--- src/rtl/seq_rem_pkg.sv ---
// Shared types and defaults for the sequential remainder unit.
// Holds the FSM state encoding and the default operand width.
package seq_rem_pkg;

    typedef enum logic [1:0] {
        S_IDLE,
        S_CALC,
        S_DONE
    } state_t;

    localparam int SEQ_REM_WIDTH_DEF = 8;

endpackage

--- src/rtl/seq_rem_step.sv ---
// One radix-2 restoring step: shift a dividend bit into the partial
// remainder and subtract the divisor when it fits.
// Ports: p (partial rem), qbit (next dividend bit), d (divisor) ->
//        p_next (new partial rem), q_next (quotient bit).
module seq_rem_step #(
    parameter int WIDTH = 8
) (
    input  logic [WIDTH-1:0] p,
    input  logic             qbit,
    input  logic [WIDTH-1:0] d,
    output logic [WIDTH-1:0] p_next,
    output logic             q_next
);

    logic [WIDTH:0] t;
    logic [WIDTH:0] diff;

    // One extra MSB so the shifted partial remainder never overflows.
    assign t      = {p, qbit};
    assign diff   = t - {1'b0, d};
    assign q_next = (t >= {1'b0, d});
    assign p_next = q_next ? diff[WIDTH-1:0] : t[WIDTH-1:0];

endmodule

--- src/rtl/seq_rem.sv ---
// Multi-cycle unsigned remainder (numerator % denominator), one bit per clock.
// Ports: clk, rst_n (async active-low), start, numerator, denominator in;
//        ready, busy, done, remainder, divbyzero out; quotient out only
//        when SEQ_REM_QUOTIENT_EN is defined.
module seq_rem
    import seq_rem_pkg::*;
#(
    parameter int WIDTH = SEQ_REM_WIDTH_DEF
) (
    input  logic             clk,
    input  logic             rst_n,
    input  logic             start,
    input  logic [WIDTH-1:0] numerator,
    input  logic [WIDTH-1:0] denominator,
    output logic             ready,
    output logic             busy,
    output logic             done,
    output logic [WIDTH-1:0] remainder,
    output logic             divbyzero
`ifdef SEQ_REM_QUOTIENT_EN
    ,
    output logic [WIDTH-1:0] quotient
`endif
);

    localparam int CNT_W = $clog2(WIDTH + 1);

    state_t           state;
    state_t           state_next;
    logic [CNT_W-1:0] cnt;
    logic [WIDTH-1:0] p_q;
    logic [WIDTH-1:0] q_q;
    logic [WIDTH-1:0] d_q;
    logic [WIDTH-1:0] rem_q;
    logic             dz_q;
    logic [WIDTH-1:0] p_next;
    logic             q_next;
    logic             accept;
    logic             last;
`ifdef SEQ_REM_QUOTIENT_EN
    logic [WIDTH-1:0] quo_q;
`endif

    seq_rem_step #(
        .WIDTH (WIDTH)
    ) u_step (
        .p      (p_q),
        .qbit   (q_q[WIDTH-1]),
        .d      (d_q),
        .p_next (p_next),
        .q_next (q_next)
    );

    always_ff @(posedge clk or negedge rst_n) begin
        if (!rst_n) state <= S_IDLE;
        else        state <= state_next;
    end

    always_comb begin
        state_next = state;
        ready      = 1'b0;
        busy       = 1'b0;
        done       = 1'b0;
        accept     = 1'b0;
        last       = 1'b0;
        unique case (state)
            S_IDLE: begin
                ready  = 1'b1;
                accept = start;
                if (start)
                    state_next = (denominator == '0) ? S_DONE : S_CALC;
            end
            S_CALC: begin
                busy = 1'b1;
                last = (cnt == CNT_W'(1));
                if (last) state_next = S_DONE;
            end
            S_DONE: begin
                busy       = 1'b1;
                done       = 1'b1;
                state_next = S_IDLE;
            end
            default: state_next = S_IDLE;
        endcase
    end

    always_ff @(posedge clk or negedge rst_n) begin
        if (!rst_n) begin
            cnt   <= '0;
            p_q   <= '0;
            q_q   <= '0;
            d_q   <= '0;
            rem_q <= '0;
            dz_q  <= 1'b0;
        end else if (accept) begin
            cnt <= CNT_W'(WIDTH);
            p_q <= '0;
            q_q <= numerator;
            d_q <= denominator;
            // Zero divisor skips CALC; result is published right away.
            if (denominator == '0) begin
                rem_q <= numerator;
                dz_q  <= 1'b1;
            end
        end else if (state == S_CALC) begin
            cnt <= cnt - CNT_W'(1);
            p_q <= p_next;
            q_q <= {q_q[WIDTH-2:0], q_next};
            if (last) begin
                rem_q <= p_next;
                dz_q  <= 1'b0;
            end
        end
    end

`ifdef SEQ_REM_QUOTIENT_EN
    always_ff @(posedge clk or negedge rst_n) begin
        if (!rst_n)
            quo_q <= '0;
        else if (accept && denominator == '0)
            quo_q <= '1;
        else if (state == S_CALC && last)
            quo_q <= {q_q[WIDTH-2:0], q_next};
    end

    assign quotient = quo_q;
`endif

    assign remainder = rem_q;
    assign divbyzero = dz_q;

endmodule
--- config.mk ---
export PLATFORM = sky130hd
export DESIGN_NAME = seq_rem
export DESIGN_NICKNAME = d
export VERILOG_FILES = /design/src/rtl/seq_rem_pkg.sv /design/src/rtl/seq_rem_step.sv /design/src/rtl/seq_rem.sv
export SDC_FILE = /design/constraint.sdc
export NUM_CORES = 1
export LEC_CHECK = 0
export BUFFER_PORTS_ARGS = -buffer_cell sky130_fd_sc_hd__buf_2
export CORE_MARGIN = 1.5
export CORE_UTILIZATION = 57
export CTS_BUF_LIST = sky130_fd_sc_hd__clkbuf_4 sky130_fd_sc_hd__clkbuf_8
export CTS_CLUSTER_SIZE = 10
export DETAILED_ROUTE_END_ITERATION = 12
export GPL_TIMING_DRIVEN = 0
export PLACE_DENSITY = 0.88
export SETUP_SLACK_MARGIN = 0.15
export SYNTH_ARGS = -nofsm -noshare
export SYNTH_HDL_FRONTEND = slang
export SYNTH_SLANG_ARGS = --single-unit
--- constraint.sdc ---
create_clock -name clk -period 3.9 [get_ports clk]
set_input_delay 0.195 -clock clk [delete_from_list [all_inputs] [get_ports clk]]
set_output_delay 0.195 -clock clk [all_outputs]
set_load 0.02 [all_outputs]
=== Word level (Yosys, flattened, before mapping) ===
Index checks and enable logic that the tools add are counted.
W data, S select, Z words.

* $add $sub $neg: 2
* $lt $le $gt $ge: 1
* Eq/ne operators: 6
* Mux-type cells: 24
* Reduce and logical (&&, ||, !) cells: 7

{| class="wikitable"
|+ Operators by type and width
! operator !! number
|-
| $mux W8 || 9
|-
| $ge A9 B8 Y1 || 1
|-
| $mux W1 || 9
|-
| $logic_not A8 Y1 || 1
|-
| $mux W4 || 2
|-
| $sub A8 B8 Y8 || 1
|-
| $mux W2 || 3
|-
| $eq A4 B1 Y1 const B || 1
|-
| $ne A2 B2 Y1 const B || 2
|-
| $pmux W2 S2 || 1
|-
| $reduce_bool A2 Y1 || 2
|-
| $sub A4 B1 Y4 const B || 1
|-
| $reduce_and A3 Y1 || 1
|-
| $eq A2 B1 Y1 const B || 1
|-
| $eq A2 B2 Y1 const B || 1
|-
| $logic_not A2 Y1 || 1
|-
| $ne A2 B1 Y1 const B || 1
|-
| $reduce_and A2 Y1 || 1
|-
| $reduce_or A2 Y1 || 1
|}

* Register bits after elaboration: 39
* Input port bits: 19
* Output and inout port bits: 12
* Word-level logic and storage cells: 47

=== Longest topological paths before layout ===
* Word-level depth: 5
* Depth in mapped cells: 9
* Depth with buffers taken out: 9

=== Cells and area by module ===
A second synthesis with hierarchy kept.

* Cell total of the unflattened synthesis: 232
* Area total of the unflattened synthesis: 2250.9 um^2

{| class="wikitable"
|+ By module, submodules not included
! module !! instances !! cells an instance !! area each (um^2) !! seq. area each (um^2)
|-
| seq_rem || 1 || 163 || 1730.4 || 975.9
|-
| seq_rem_step || 1 || 69 || 520.5 || 0.0
|}

=== Least setup slack after synthesis ===
OpenSTA, ideal clock, no wires.

* Path type: reg2reg
* Start: reg p_q[5]
* End: reg p_q[0]
* Library setup time: 73 ps
* Arrival time: 1823 ps
* Required time: 3827 ps
* Setup slack: 2004 ps
* Cell stages (with the launch flop): 9
* Path buffers: 2
* Period minus slack after synthesis: 1896 ps
* Cells stage by stage: dfrtp_1 -> ha_1 -> buf_6 -> a21oi_4 -> o221ai_2 -> a21o_1 -> buf_6 -> mux2_4 -> a21oi_2

* Cells in the longest elaborated chain, start to end: 4

{| class="wikitable"
|+ Ends and longest elaborated chain
! what !! line !! RTL
|-
| from (decl) || seq_rem.sv:31 || <nowiki>logic [WIDTH-1:0] p_q;</nowiki>
|-
| from (signal assigned) || seq_rem.sv:107 || <nowiki>p_q <= p_next;</nowiki>
|-
| $ge A9 B8 Y1 || seq_rem_step.sv:21 || <nowiki>assign q_next = (t >= {1'b0, d});</nowiki>
|-
| $mux W8 || seq_rem_step.sv:22 || <nowiki>assign p_next = q_next ? diff[WIDTH-1:0] : t[WIDTH-1:0];</nowiki>
|-
| $mux W8 || seq_rem.sv:105 || <nowiki>end else if (state == S_CALC) begin</nowiki>
|-
| $mux W8 || seq_rem.sv:95 || <nowiki>end else if (accept) begin</nowiki>
|}

Every way passes these cells. The select of a mux whose other input is x is not followed.
A chain may end at the register's enable or synchronous reset.

=== Worst setup path in the final report ===
* Start: reg q_q[7]
* End: reg rem_q[6], in the netlist remainder[6]

* Cells in the longest elaborated chain, start to end: 5
* Elaborated cells on any way between the ends: 6
* Classes of those cells: add/sub: 1; order compare: 1; mux: 4

{| class="wikitable"
|+ Ends and longest elaborated chain
! what !! line !! RTL
|-
| from (decl) || seq_rem.sv:32 || <nowiki>logic [WIDTH-1:0] q_q;</nowiki>
|-
| from (signal assigned) || seq_rem.sv:98 || <nowiki>q_q <= numerator;</nowiki>
|-
| from (signal assigned) || seq_rem.sv:108 || <nowiki>q_q <= {q_q[WIDTH-2:0], q_next};</nowiki>
|-
| $sub A8 B8 Y8 or $ge A9 B8 Y1 (tied branches) || seq_rem_step.sv:20, seq_rem_step.sv:21 ||
|-
| $mux W8 * || seq_rem_step.sv:22 ||
|-
| $mux W8 * || seq_rem.sv:109 || <nowiki>if (last) begin</nowiki>
|-
| $mux W8 * || seq_rem.sv:105 ||
|-
| $mux W8 * || seq_rem.sv:95 ||
|-
| to (signal assigned) || seq_rem.sv:102 || <nowiki>rem_q <= numerator;</nowiki>
|-
| to (signal assigned) || seq_rem.sv:110 || <nowiki>rem_q <= p_next;</nowiki>
|-
| to (decl) || seq_rem.sv:34 || <nowiki>logic [WIDTH-1:0] rem_q;</nowiki>
|}

Mark *: on every way between the ends. The rest lies on a longest branch, timed or not. The select of a mux whose other input is x is not followed.

==> results.txt <==
H-tree level count: 2
top_reg_cell synth: dfrtp_1
slew margin rel.: 43.7%
Mapped Avg Cell Area: 9.21 µm²
worst skew pair latency: 0.30 ns
Final HPWL DP: 3.82 mm
Tmin final: 2.19 ns
WHS: -0.00388 ns
XOR/XNOR Fraction of Synth Area: 1.57%
cell mode on critical path: inv_1
RSZ-0062 raised after global routing: no
required time worst endpoint: 4.10 ns
GRT Total Usage: 27.0%
synth warn: 0
final setup fails: 0
core area: 3720 µm²
crit share post-route: 56.1%
# diodes: 0
simple-gate share of the synthesized area: 13.5%
slowest stage delay, CP: 0.39 ns
port bufs: 30
WL final: 5.19 mm
Worst setup EP type: flop
Setup CP Type: flop to flop
I/O pin count: 31
Overall Power: 2.38 mW
critical path cell sequence: inv_1 > ha_1 > inv_1 > fa_1 > a21oi_1 > o2111ai_1 > o311ai_0 > mux2i_1 > a211oi_1
leakage power: 1.20 nW
first-pass GRT wire length: 8.67 mm
Hold Crit Class: input port to asynchronous set/reset pin
vias: 1930
Synth cell types: 47
Post-Syn Nets: 276
DIE HEIGHT: 65.7 µm
largest family of logic cells by synthesized area: compound AO/OA/AOI/OAI gates
Top Family by Delay on Critical Path: compound AO/OA/AOI/OAI gates
#FFs+latches synth: 39
drt drc: 0
share of layout cells above drive strength 1: 16.4%
EDFF count, synth: 0
clk root buf: clkbuf_8
peak ir drop on the vdd network: 0.000444 V
Area growth syn-to-layout: 14.0%
GPL Wtd Cong: 0.914
# Post-CTS Setup Buffers: 0
power per cell area: 933 nW/µm²
Max-cap violations: 0
drt first pass iters: 4
CP bufs+invs: 2
CTS clock-pin slew for the worst setup and hold paths: 0.07 ns
Post-Synth Adder-Cell Area: 8.16%
drt via density: 5.87
TNS Setup: 0 ns
ys async rst share: 100%
status: finished, violations left
Clock Sinks: 39
failing checks: hold timing
Synth Area in Compound Gates: 21.2%
CTS tree: yes
total congestion overflow: 0
Cell Area, Synth: 2240 µm²
largest net degree at the start of global routing: 40
hold_buf cts: 0
final hold vios: 9
Filler cells: 291
post-synthesis sequential area ratio: 43.6%
layout net count: 313
post_cts resized: 0
remaining antenna violation count: 0
mux contribution to synthesized area: 5.59%
CTS Buf Count: 5
worst-path maximum fanout: 3
Setup crit start kind: flop
initial antenna violation count: 0
Crit path arrival time: 2.39 ns
Crit-path slowest cell: fa_1
# rows: 22
vias in the first global route: 1820
wire per inst: 15.8 µm
Chip Width: 65.7 µm
Initial Util: 60.2%
FMAX: 0.457 GHz
Final Skew: 0.00243 ns
cells after synthesis: 243
Iter 0 DRT Violations: 174
Clock Path Buffers: 2
Tightest Pin Transition: 0.844 ns
die area: 4310 µm²
Final Max Slew Viols: 0
[cell usage after synthesis (all sizes together) (2+ instances only)]
library cell  instances  area share [%]
a22oi                 2            0.67
a211oi                5             1.7
nor3                  2            0.45
a31oi                 3            0.84
xnor2                 2            0.78
o22ai                 4             1.1
nor3b                 2            0.67
xor2                  2            0.78
ha                   13             7.3
buf                   4             1.4
nor2                 13             2.2
nand2                28             4.7
o2111ai               2            0.78
nor4                  2            0.56
dfrtp                39              44
nand3                 4             1.1
o21a                  2            0.67
and3                  3            0.84
a21o                  2            0.67
a21oi                17             4.5
inv                  22             3.7
nor2b                 3            0.84
o221ai                2             1.1
o21ai                32             7.2
clkbuf                8             1.3
mux2i                11             4.9
[path summary, 6_finish.rpt]
kind / startpoint / end / slack, ns / cells past startpoint
min in group clk: denominator[0] / d_q[0] / 0.11 / 3
worst max-delay path: q_q[7] / remainder[6] / 1.71 / 9
max in group asynchronous: rst_n / q_q[4] / 3.37 / 1
worst max register to register: q_q[7] / remainder[6] / 1.71 / 9
worst min register to register: divbyzero / divbyzero / 0.51 / 2
worst min-delay path: rst_n / d_q[6] / -0.004 / 1
[per-stage QoR]
step	utilization, %	hold WS (ns)	instance area [µm²]	worst slack [ns]	std cells
2_1_floorplan	-	-0.101	2240	2.00	243
3_3_place_gp	65.9	0.338	2450	1.75	321
3_5_place_dp	65.9	0.348	2450	1.70	321
4_1_cts	68.7	0.0226	2550	1.70	329
5_1_grt	68.7	0.0704	2550	1.53	329
6_report	68.7	-0.00388	2550	1.71	329
[layout by cell type, fill, tap and decap left out, types with 2 or more instances in the layout]
cell | netlist | routed
nor3b_1 | 2 | 2
a31oi_1 | 3 | 3
nor2b_1 | 3 | 3
dfrtp_1 | 39 | 39
nor3_1 | 2 | 2
o2111ai_1 | 2 | 2
clkbuf_1 | 8 | 8
a21o_1 | 2 | 2
xor2_1 | 2 | 2
inv_1 | 22 | 22
nand3_1 | 3 | 3
a22oi_1 | 2 | 2
o21a_1 | 2 | 2
a211oi_1 | 5 | 5
and3_1 | 3 | 3
nor2_1 | 13 | 13
xnor2_1 | 2 | 2
nand2_1 | 28 | 28
nor4_1 | 2 | 2
clkbuf_8 | 0 | 7
buf_2 | 1 | 31
buf_6 | 2 | 2
ha_1 | 13 | 13
o22ai_1 | 4 | 4
mux2i_1 | 11 | 11
o21ai_0 | 30 | 30
a21oi_1 | 15 | 15
o21ai_1 | 2 | 2
[power breakdown]
| group | internal [mW] | switching (mW) |
|---|---|---|
| registers | 0.578 | 0.106 |
| logic | 0.544 | 0.843 |
| clock network | 0.168 | 0.142 |
| total | 1.29 | 1.09 |
[area by class of cell]
cell class	instances	area (µm²)	area share, %
timing repair buffer	30	150	5.88
inverter	22	82.6	3.24
sequential	39	976	38.2
clock buffer	8	104	4.07
multi-input combinational	170	1120	43.8
tap	48	60.1	2.35
buffer	12	61.3	2.40
[layer usage]
metal / vias to the layer above / GRT usage, % / part of all wire (%)
met5: - / 0 / 0
met4: 0 / 10.9 / 2.0
met3: 9 / 6.34 / 6.2
met2: 75 / 41.9 / 47
met1: 911 / 36.4 / 45
li1: 935 / - / -
[logic make-up (layout without fill, tap and decap cells)]
family,count (synthesis),after routing
compound gates,76,76
simple gates,64,64
flops,39,39
buf+inv,34,72
fa+ha+maj,14,14
mux,12,12
xor+xnor,4,4
[registers in the layout (all words and copies together) (netlist names)]
name       cells
cnt            4
p_q            8
q_q            8
d_q            8
divbyzero      1
state          2
remainder      8
No activity file was read; power rests on OpenSTA's default activity.
